`src/rtl/nibble_serial_add_ctrl_if.sv`:
```
// Operand/result handshake bundle for the nibble-serial adder controller.
interface nibble_serial_add_ctrl_if #(
  parameter int unsigned WIDTH = 16
);
  logic             in_valid;
  logic             in_ready;
  logic [WIDTH-1:0] op_a;
  logic [WIDTH-1:0] op_b;
  logic             cin;
  logic             out_valid;
  logic             out_ready;
  logic [WIDTH:0]   sum;

  // Producer/consumer side
  modport master (
    output in_valid, op_a, op_b, cin, out_ready,
    input  in_ready, out_valid, sum
  );

  // Controller side
  modport slave (
    input  in_valid, op_a, op_b, cin, out_ready,
    output in_ready, out_valid, sum
  );
endinterface

```
`src/rtl/nibble_serial_add_ctrl.sv`:
```
// Sequences a WIDTH-bit add through one external 4-bit adder slice,
// LSB nibble first, chaining the carry through a register.
module nibble_serial_add_ctrl #(
  parameter int unsigned WIDTH = 16
) (
  input  logic                     clk,
  input  logic                     rst_n,
  nibble_serial_add_ctrl_if.slave  bus,
  output logic                     busy,
  output logic [3:0]               add_a,
  output logic [3:0]               add_b,
  output logic                     add_c,
  input  logic [4:0]               add_sum
);

  localparam int unsigned NIB = WIDTH / 4;
  localparam int unsigned CW  = (NIB > 1) ? $clog2(NIB) : 1;

  typedef enum logic [1:0] {
    S_IDLE = 2'd0,
    S_RUN  = 2'd1,
    S_DONE = 2'd2
  } state_e;

  state_e           state_q;
  logic [WIDTH-1:0] a_sh_q;
  logic [WIDTH-1:0] b_sh_q;
  logic             carry_q;
  logic [CW-1:0]    cnt_q;
  logic [WIDTH-1:0] res_q;
  logic [WIDTH-1:0] res_d;
  logic [WIDTH:0]   sum_q;
  logic             in_ready_q;
  logic             out_valid_q;
  logic             busy_q;

  // Result with the current slice output merged into nibble cnt
  always_comb begin
    res_d = res_q;
    if (state_q == S_RUN) begin
      res_d[4*int'(cnt_q) +: 4] = add_sum[3:0];
    end
  end

  // Control FSM and datapath registers; shift regs drain to zero and the
  // carry is cleared on the last nibble so slice inputs are 0 outside RUN
  always_ff @(posedge clk or negedge rst_n) begin
    if (!rst_n) begin
      state_q     <= S_IDLE;
      a_sh_q      <= '0;
      b_sh_q      <= '0;
      carry_q     <= 1'b0;
      cnt_q       <= '0;
      res_q       <= '0;
      sum_q       <= '0;
      in_ready_q  <= 1'b1;
      out_valid_q <= 1'b0;
      busy_q      <= 1'b0;
    end else begin
      case (state_q)
        S_IDLE: begin
          if (bus.in_valid && in_ready_q) begin
            a_sh_q     <= bus.op_a;
            b_sh_q     <= bus.op_b;
            carry_q    <= bus.cin;
            cnt_q      <= '0;
            in_ready_q <= 1'b0;
            busy_q     <= 1'b1;
            state_q    <= S_RUN;
          end
        end
        S_RUN: begin
          res_q   <= res_d;
          carry_q <= add_sum[4];
          a_sh_q  <= a_sh_q >> 4;
          b_sh_q  <= b_sh_q >> 4;
          cnt_q   <= cnt_q + CW'(1);
          if (cnt_q == CW'(NIB - 1)) begin
            sum_q       <= {add_sum[4], res_d};
            carry_q     <= 1'b0;
            cnt_q       <= '0;
            out_valid_q <= 1'b1;
            state_q     <= S_DONE;
          end
        end
        S_DONE: begin
          if (bus.out_ready) begin
            out_valid_q <= 1'b0;
            in_ready_q  <= 1'b1;
            busy_q      <= 1'b0;
            state_q     <= S_IDLE;
          end
        end
        default: begin
          state_q     <= S_IDLE;
          in_ready_q  <= 1'b1;
          out_valid_q <= 1'b0;
          busy_q      <= 1'b0;
        end
      endcase
    end
  end

  assign bus.in_ready  = in_ready_q;
  assign bus.out_valid = out_valid_q;
  assign bus.sum       = sum_q;
  assign busy          = busy_q;
  assign add_a         = a_sh_q[3:0];
  assign add_b         = b_sh_q[3:0];
  assign add_c         = carry_q;

endmodule

```
`src/flat_wrapper.sv`:
```
// flat-port wrapper written by rule: the top's interface ports become plain ports
module nibble_serial_add_ctrl_flat 
#(
  parameter int unsigned WIDTH = 16
)
  (clk, rst_n, busy, add_a, add_b, add_c, add_sum, bus_in_valid, bus_op_a, bus_op_b, bus_cin, bus_out_ready, bus_in_ready, bus_out_valid, bus_sum);
  nibble_serial_add_ctrl_if #(.WIDTH(WIDTH)) bus_i ();
  input  logic clk;
  input  logic rst_n;
  output logic busy;
  output logic [3:0] add_a;
  output logic [3:0] add_b;
  output logic add_c;
  input  logic [4:0] add_sum;
  input wire logic [$bits(bus_i.in_valid)-1:0] bus_in_valid;
  input wire logic [$bits(bus_i.op_a)-1:0] bus_op_a;
  input wire logic [$bits(bus_i.op_b)-1:0] bus_op_b;
  input wire logic [$bits(bus_i.cin)-1:0] bus_cin;
  input wire logic [$bits(bus_i.out_ready)-1:0] bus_out_ready;
  output wire logic [$bits(bus_i.in_ready)-1:0] bus_in_ready;
  output wire logic [$bits(bus_i.out_valid)-1:0] bus_out_valid;
  output wire logic [$bits(bus_i.sum)-1:0] bus_sum;
  assign bus_i.in_valid = bus_in_valid;
  assign bus_i.op_a = bus_op_a;
  assign bus_i.op_b = bus_op_b;
  assign bus_i.cin = bus_cin;
  assign bus_i.out_ready = bus_out_ready;
  assign bus_in_ready = bus_i.in_ready;
  assign bus_out_valid = bus_i.out_valid;
  assign bus_sum = bus_i.sum;
  nibble_serial_add_ctrl #(.WIDTH(WIDTH)) u_core (.clk(clk), .rst_n(rst_n), .bus(bus_i), .busy(busy), .add_a(add_a), .add_b(add_b), .add_c(add_c), .add_sum(add_sum));
endmodule
```
`config.mk`:
```
export PLATFORM = sky130hd
export DESIGN_NAME = nibble_serial_add_ctrl_flat
export DESIGN_NICKNAME = d
export VERILOG_FILES = /design/src/rtl/nibble_serial_add_ctrl_if.sv /design/src/rtl/nibble_serial_add_ctrl.sv /design/src/flat_wrapper.sv
export SDC_FILE = /design/constraint.sdc
export NUM_CORES = 1
export LEC_CHECK = 0
export ABC_AREA = 1
export CAP_MARGIN = 20
export CELL_PAD_IN_SITES_DETAIL_PLACEMENT = 0
export CELL_PAD_IN_SITES_GLOBAL_PLACEMENT = 1
export CORE_MARGIN = 1.5
export CORE_UTILIZATION = 34
export DETAILED_ROUTE_END_ITERATION = 10
export GPL_TIMING_DRIVEN = 1
export PLACE_DENSITY_LB_ADDON = 0.05
export SLEW_MARGIN = 20
export SYNTH_ARGS = -nofsm -noshare
export SYNTH_HDL_FRONTEND = slang
export SYNTH_SLANG_ARGS = --single-unit
```
`constraint.sdc`:
```
create_clock -name clk -period 1.4 [get_ports clk]
set_input_delay 0.14 -clock clk [delete_from_list [all_inputs] [get_ports clk]]
set_output_delay 0.14 -clock clk [all_outputs]
set_load 0.05 [all_outputs]
```
==> results of run 1 <==
==> cell families (layout without fill, tap and decap cells) <==
logic type,after synthesis,after routing
and+or+nand+nor,255,255
DFF,73,73
buffers and inverters,68,165
AOI/OAI and AO/OA,55,55
adders and majority gates,6,6
==> worst max-delay path, stage by stage (launching register included) <==
cell	delay, ns
sky130_fd_sc_hd__dfrtp_1	0.40
sky130_fd_sc_hd__inv_2	0.11
sky130_fd_sc_hd__ha_4	0.23
sky130_fd_sc_hd__inv_2	0.07
sky130_fd_sc_hd__nand2_2	0.06
sky130_fd_sc_hd__nor2_4	0.12
sky130_fd_sc_hd__nand2_1	0.07
sky130_fd_sc_hd__nand2_1	0.09
sky130_fd_sc_hd__nand2_1	0.05
sky130_fd_sc_hd__nand2_1	0.06
==> per-layer routing <==
metal / global-route usage, % / wire (um) / up-vias
met5: 0 / 0 / -
met4: 5.28 / 77 / 0
met3: 3.93 / 339 / 7
met2: 22.6 / 3450 / 58
met1: 25.0 / 4700 / 1362
li1: - / - / 1572
==> Yosys cell counts (all sizes together) <==
| cell | count |
|---|---|
| ha | 6 |
| inv | 45 |
| buf | 21 |
| nand2 | 232 |
| nor2 | 11 |
| o21ai | 54 |
| dfrtp | 72 |
| clkbuf | 2 |
| nand3 | 8 |
| nand4 | 4 |
| o22ai | 1 |
| dfstp | 1 |
==> area by class of cell <==
cell class / count / area (um2)
clock buffers: 11 / 131
clock inverters: 5 / 104
fillers: 1004 / 4780
inverters: 45 / 181
multi-input cells: 316 / 1440
flip-flops and latches: 73 / 1830
well taps: 133 / 166
repair buffers: 104 / 1270
==> power breakdown <==
part	switching [mW]	total, mW	internal (mW)
sequential	0.571	3.56	2.99
clock	0.789	1.97	1.19
combinational	4.16	7.29	3.13
total	5.52	12.8	7.31
==> worst min-delay path by stage <==
stage | end | start | slack, ns | cells after the start
floorplan | u_core.a_sh_q[0] | rst_n | -0.16 | 0
detailed placement | u_core.bus.sum[1] | rst_n | 0.07 | 1
CTS | u_core.res_q[5] | rst_n | 0.23 | 2
finish | u_core.res_q[4] | rst_n | 0.23 | 2
global route | u_core.res_q[4] | rst_n | 0.24 | 2
global placement | u_core.bus.sum[1] | rst_n | 0.06 | 1
==> registers in the layout, summed over array words and instances, names as in the netlist <==
| name | flops |
|---|---|
| u_core.bus.sum | 17 |
| u_core.add_c | 1 |
| u_core.state_q | 2 |
| u_core.bus.in_ready | 1 |
| u_core.bus.out_valid | 1 |
| u_core.a_sh_q | 16 |
| u_core.busy | 1 |
| u_core.cnt_q | 2 |
| u_core.b_sh_q | 16 |
| u_core.res_q | 16 |
==> through the flow <==
step / area (um2) / utilization [%] / power (mW) / instances
final: 5130 / 51.7 / 12.8 / 687
after global placement: 4740 / 47.9 / 10.4 / 665
after detailed placement: 4740 / 47.9 / 10.4 / 665
after CTS: 4990 / 50.3 / 12.5 / 682
after global routing: 5130 / 51.7 / 13.8 / 687
after floorplan: 3520 / - / 7.53 / 457
==> what timing repair did <==
item / in CTS / in global routing
buffers inserted: 0 / 4
endpoints found under the hold margin: 20 / 0
hold buffers: 1 / 0
gates resized for setup: 1 / 34
gates cloned: 0 / 1
setup endpoints to repair: 5 / 60
pin swaps: 0 / 9
==> impl_metrics.prom, run 1 <==
# TYPE chip_impl_metric gauge
chip_impl_metric{name="leakage_dissipation",unit="nW"} 2.60
chip_impl_metric{name="finalHoldWorstSlack",unit="ns"} 0.228
chip_impl_metric{name="syn_area_per_cell",unit="um2"} 7.68
chip_impl_metric{name="detail_route.iter0.violations",unit=""} 123
chip_impl_metric{name="max_clock_freq",unit="MHz"} 754
chip_impl_metric{name="max-slew-margin-rel",unit="%"} 77.9
chip_impl_metric{name="critPathRequiredTime",unit="ns"} 1.68
chip_impl_metric{name="rrSetupSlack",unit="ns"} 0.07
chip_impl_metric{name="place_hpwl",unit="um"} 5920
chip_impl_metric{name="dr.pass1.iters",unit=""} 4
chip_impl_metric{name="tightestPinTransition",unit="ns"} 0.331
chip_impl_metric{name="floorplan.initialDensity",unit="%"} 35.4
chip_impl_metric{name="placeableCoreArea",unit="um2"} 9910
chip_impl_metric{name="final.setup.tns",unit="ns"} 0
chip_impl_metric{name="clock_tree_buf_depth",unit=""} 2
chip_impl_metric{name="clock_sink_count",unit=""} 73
chip_impl_metric{name="first_global_vias",unit=""} 2892
chip_impl_metric{name="wl_per_cell",unit="um"} 12.5
chip_impl_metric{name="finish.net_count",unit=""} 597
chip_impl_metric{name="synth_mux_area_share",unit="%"} 0
chip_impl_metric{name="synth_simple_gate_area_share",unit="%"} 28.7
chip_impl_metric{name="p_per_area",unit="nW/um2"} 2500
chip_impl_metric{name="hold_viol_final",unit=""} 0
chip_impl_metric{name="antenna_cell_count",unit=""} 0
chip_impl_metric{name="grt_antenna_before_repair",unit=""} 0
chip_impl_metric{name="timing.final.max_slew_violations",unit=""} 0
chip_impl_metric{name="synth-compound-area-share",unit="%"} 7.88
chip_impl_metric{name="vias",unit=""} 2999
chip_impl_metric{name="finalCriticalPeriod",unit="ns"} 1.33
chip_impl_info{name="synth_area_leaders",value="sky130_fd_sc_hd__dfrtp_1 (51%), sky130_fd_sc_hd__nand2_1 (24%), sky130_fd_sc_hd__o21ai_0 (6.3%)"} 1
chip_impl_metric{name="grt_start_max_net_pins",unit=""} 32
chip_impl_metric{name="grt_overflow_total",unit=""} 0
chip_impl_metric{name="synth_largest_type_area_fraction",unit="%"} 51.3
chip_impl_metric{name="track_usage",unit="%"} 16.4
chip_impl_info{name="timing.critical_path.to",value="u_core.res_q[12]"} 1
chip_impl_metric{name="antenna_violating_nets_post_route",unit=""} 0
chip_impl_metric{name="post_drt_via_cell_ratio",unit=""} 4.37
chip_impl_metric{name="drive_gt1_share",unit="%"} 20.0
chip_impl_metric{name="yosysWarnings",unit=""} 0
chip_impl_metric{name="routed_wl",unit="um"} 8560
chip_impl_metric{name="placement.setup.worst_slack",unit="ns"} -0.0158
chip_impl_metric{name="netlist_instances",unit=""} 457
chip_impl_info{name="regToRegEndpoint",value="u_core.res_q[12]"} 1
chip_impl_metric{name="synth_xor_xnor_area_share",unit="%"} 0
chip_impl_info{name="setup_repair_after_global_routing_missed_its_margin",value="yes"} 1
chip_impl_metric{name="synthAdderAreaFrac",unit="%"} 2.14
chip_impl_metric{name="synth.ff_latch_count",unit=""} 73
chip_impl_metric{name="synth.net_count",unit=""} 505
chip_impl_info{name="criticalPathCategory",value="flop to flop"} 1
chip_impl_metric{name="drc",unit=""} 0
chip_impl_info{name="cts_tree",value="yes"} 1
chip_impl_metric{name="grt_pass1_wl",unit="um"} 14300
chip_impl_metric{name="length_in_cells_of_the_worst_reg_to_reg_path",unit=""} 9
chip_impl_metric{name="replace_congestion",unit=""} 0.760
chip_impl_metric{name="chipWidth",unit="um"} 105
chip_impl_metric{name="clock_insertion_delay_worst_skew",unit="ns"} 0.35
chip_impl_metric{name="top_level_ports",unit=""} 71
chip_impl_metric{name="part_of_the_yosys_area_used_for_sequential_elements",unit="%"} 52.1
chip_impl_metric{name="dieHeight",unit="um"} 105
chip_impl_info{name="critical_r2r_launch",value="u_core.cnt_q[0]"} 1
chip_impl_info{name="timing.critical_path.from",value="u_core.cnt_q[0]"} 1
chip_impl_metric{name="final-setup-viol-count",unit=""} 0
chip_impl_metric{name="max-cap-violations",unit=""} 0
chip_impl_metric{name="cp_max_fo",unit=""} 5
chip_impl_metric{name="row_count",unit=""} 36
chip_impl_info{name="yosysTopAreaCell",value="sky130_fd_sc_hd__dfrtp_1"} 1
chip_impl_info{name="endpoint_kind",value="flop"} 1
chip_impl_metric{name="cts_htree_levels",unit=""} 3
chip_impl_metric{name="numCtsBuffers",unit=""} 9
chip_impl_metric{name="fp.dieArea",unit="um2"} 10900
chip_impl_info{name="most_used_cells_in_the_layout_excluding_fill_and_tap_cells",value="sky130_fd_sc_hd__nand2_1 (221), sky130_fd_sc_hd__dfrtp_1 (72), sky130_fd_sc_hd__clkdlybuf4s50_1 (40)"} 1
chip_impl_metric{name="layout_worst_path_cycle_share",unit="%"} 94.7
chip_impl_metric{name="worst_ep_arrival_time",unit="ns"} 1.61
chip_impl_metric{name="ys_types",unit=""} 21
chip_impl_info{name="critical_path_start_type",value="flop"} 1
chip_impl_metric{name="max-vdd-ir-drop",unit="uV"} 1070
chip_impl_info{name="mostFrequentLayoutCell",value="sky130_fd_sc_hd__nand2_1"} 1
chip_impl_info{name="outcome",value="finished clean"} 1
chip_impl_info{name="hold_path.class",value="input port to asynchronous set/reset pin"} 1
chip_impl_metric{name="io_buffer_count",unit=""} 70
chip_impl_metric{name="clock-skew-final",unit="ns"} 0.0147
chip_impl_info{name="cts-root-buf",value="sky130_fd_sc_hd__clkbuf_8"} 1
chip_impl_metric{name="worst_slack",unit="ns"} 0.0738
chip_impl_info{name="main_combinational_cell_family_by_area_after_synthesis",value="simple AND/OR/NAND/NOR gates"} 1
chip_impl_metric{name="clk_pin_slew",unit="ns"} 0.09
chip_impl_metric{name="netlist_area_before_placement",unit="um2"} 3510
chip_impl_metric{name="syn2layout_area_growth",unit="%"} 46.1
No activity file was read; power rests on OpenSTA's default activity.
==> run 2, diff against run 1 <==
Settings changed: GPL_TIMING_DRIVEN 1 to default.
==> results of run 2 <==
Same layout as run 1: the final DEF is identical, and so are final timing and power.
==> RTL edit: new RTL, config.mk and constraints of run 1 <==
`WIDTH` is set to 16 in 3 places; all go to 8.
--- a/src/rtl/nibble_serial_add_ctrl_if.sv
+++ b/src/rtl/nibble_serial_add_ctrl_if.sv
@@ -1,6 +1,6 @@
 // Operand/result handshake bundle for the nibble-serial adder controller.
 interface nibble_serial_add_ctrl_if #(
-  parameter int unsigned WIDTH = 16
+  parameter int unsigned WIDTH = 8
 );
   logic             in_valid;
   logic             in_ready;
--- a/src/rtl/nibble_serial_add_ctrl.sv
+++ b/src/rtl/nibble_serial_add_ctrl.sv
@@ -1,7 +1,7 @@
 // Sequences a WIDTH-bit add through one external 4-bit adder slice,
 // LSB nibble first, chaining the carry through a register.
 module nibble_serial_add_ctrl #(
-  parameter int unsigned WIDTH = 16
+  parameter int unsigned WIDTH = 8
 ) (
   input  logic                     clk,
   input  logic                     rst_n,
--- a/src/flat_wrapper.sv
+++ b/src/flat_wrapper.sv
@@ -1,7 +1,7 @@
 // flat-port wrapper written by rule: the top's interface ports become plain ports
 module nibble_serial_add_ctrl_flat 
 #(
-  parameter int unsigned WIDTH = 16
+  parameter int unsigned WIDTH = 8
 )
   (clk, rst_n, busy, add_a, add_b, add_c, add_sum, bus_in_valid, bus_op_a, bus_op_b, bus_cin, bus_out_ready, bus_in_ready, bus_out_valid, bus_sum);
   nibble_serial_add_ctrl_if #(.WIDTH(WIDTH)) bus_i ();
Interface: changed (resized bus_op_a, bus_op_b and bus_sum); port bits go from 71 to 47. No check against the original RTL was run, so the function may have changed too.
==> RTL edit against run 1 <==
Sequential cell count down 37; sequential share of layout area up 3.5 points; synthesized area is 54% lower; count of clock-buffer cells in the layout decreased by 3; total power is 52% lower; final area shrank 55%; worst setup slack better by 0.089 ns; wire length fell by 58%; critical endpoint is now u_core.bus.sum[8]$_DFFE_PN0P_.
==> RTL edit: results <==
[outcome]
outcome = complete, no violations

[placement]
numPortBuffers = 46
post-place-ws_ns = 0.08383
routabilityCongestion = 0.8130
placed_cell_area_mm2 = 0.002218
place.detailed.hpwl_mm = 2.575
dp.cells = 282

[yosys]
synth_top_flop_cell = dfrtp_1
yosys_warnings = 0
async_flop_share_pct = 100.0
ys_seq_area_share_pct = 55.93
synthTopCellsByCount = nand2_1, dfrtp_1, nand3_1
synth_nets = 218
synthTopCellsByArea = dfrtp_1, nand2_1, buf_4
netlist_instances = 192
ys_types = 18

[pwr]
power.switching_w = 0.002845
p_leak_nw = 1.198
clkPwrFrac_pct = 11.3
max-vdd-ir-drop_mv = 1.440

[final_layout]
nNetsFinal = 264
largest_register_ffs = 9
drive_gt1_share_pct = 18.83
fillCellCount = 415
fin_cells = 291
antennaDiodeCount = 0

[timing]
finClkSkew_ns = 0.007131
max_freq_mhz = 808.1
tightest_slew_ns = 0.4534

[routing]
viasPerCell = 4.543
wirelength_mm = 3.561
dr.pass1.iters = 4
drc = 0
drt_iter0_drc = 103

[critical_path]
cp-start-kind = register
reg2regPathDepth = 4
cp-endpoint = u_core.bus.sum[8]$_DFFE_PN0P_
cp_max_fo = 11
crit_arrival_ns = 1.40
rrSetupSlack_ns = 0.16
r2r_start = u_core.state_q[1]$_DFFE_PN0P_

[clocking]
cts-root-buf = clkbuf_8
post_cts_buffers = 0
path_clk_slew_ns = 0.07
ctsLongestPathBuffers = 2
cts.htree.levels = 2
worstSkewPairLatency_ns = 0.29
cts_made_buffers = 5

[global_route]
antenna_found_initial = 0
grt_pass1_wl_mm = 6.327
grt_usage_pct = 15.91
grt_max_degree = 37
grt_pass1_vias = 1385

[worst_hold_path]
hold_path_class = input port to register
==> RTL edit: kinds of logic (layout without fill, tap and decap cells) <==
kind of cell,Yosys count,after routing,synth area share (%)
buffers and inverters,20,67,7.525
AOI/OAI and AO/OA,5,5,1.939
DFF,36,36,55.94
and+or+nand+nor,131,131,34.60
==> RTL edit: power groups by stage <==
| stage | sequential (W) | clock (W) | combinational, W |
|---|---|---|---|
| 6_report | 0.00201 | 0.000699 | 0.00348 |
| 4_1_cts | 0.00201 | 0.000728 | 0.00353 |
| 5_1_grt | 0.00208 | 0.000784 | 0.00377 |
| 3_3_place_gp | 0.00201 | 0 | 0.00346 |
| 2_1_floorplan | 0.00245 | 0 | 0.00172 |
| 3_5_place_dp | 0.00202 | 0 | 0.00352 |
==> RTL edit: metrics by stage <==
| step | util [%] | hold WS, ns |
|---|---|---|
| after global placement | 49.92 | 0.2022 |
| after detailed placement | 49.92 | 0.2146 |
| after floorplan | - | -0.1556 |
| final | 51.97 | 0.4066 |
| after CTS | 51.94 | 0.3989 |
| after global routing | 51.97 | 0.4193 |
==> RTL edit: final cells by class <==
class / count / area share [%]
inverters: 7 / 1.138
clock buffers: 8 / 3.467
flip-flops and latches: 36 / 39.11
multi-input cells: 136 / 25.84
well taps: 52 / 2.817
repair buffers: 52 / 27.63
==> RTL edit: timing repair <==
item,in CTS,in global routing
hold buffers,1,0
resized for setup,0,1
endpoints found under the setup margin,0,12
endpoints found under the hold margin,35,0
==> RTL edit: worst min path at each step <==
| stage | startpoint | end | slack (ns) | cells after the start |
|---|---|---|---|---|
| floorplan | rst_n | u_core.a_sh_q[0]$_DFFE_PN0P_ | -0.16 | 0 |
| global placement | rst_n | u_core.busy$_DFFE_PN0P_ | 0.20 | 2 |
| detailed placement | rst_n | u_core.bus.out_valid$_DFFE_PN0P_ | 0.21 | 2 |
| CTS | bus_op_a[6] | u_core.a_sh_q[6]$_DFFE_PN0P_ | 0.40 | 3 |
| global route | bus_op_a[7] | u_core.a_sh_q[7]$_DFFE_PN0P_ | 0.42 | 3 |
| finish | bus_op_b[6] | u_core.b_sh_q[6]$_DFFE_PN0P_ | 0.41 | 3 |
==> RTL edit: metal layers <==
layer  up-vias  GRT usage, %  part of all wire (%)
met5         -             0                     0
met4         0         5.660                   1.8
met3         6         5.204                   6.0
met2        36         24.49                    43
met1       609         21.08                    49
li1        671             -                     -
==> RTL edit: worst max-delay path, stage by stage, from the launching register on <==
cell and delay, ns:
dfrtp_2 0.50, nor2_8 0.24, nand2_2 0.20, nand2_1 0.09, o21ai_0 0.09
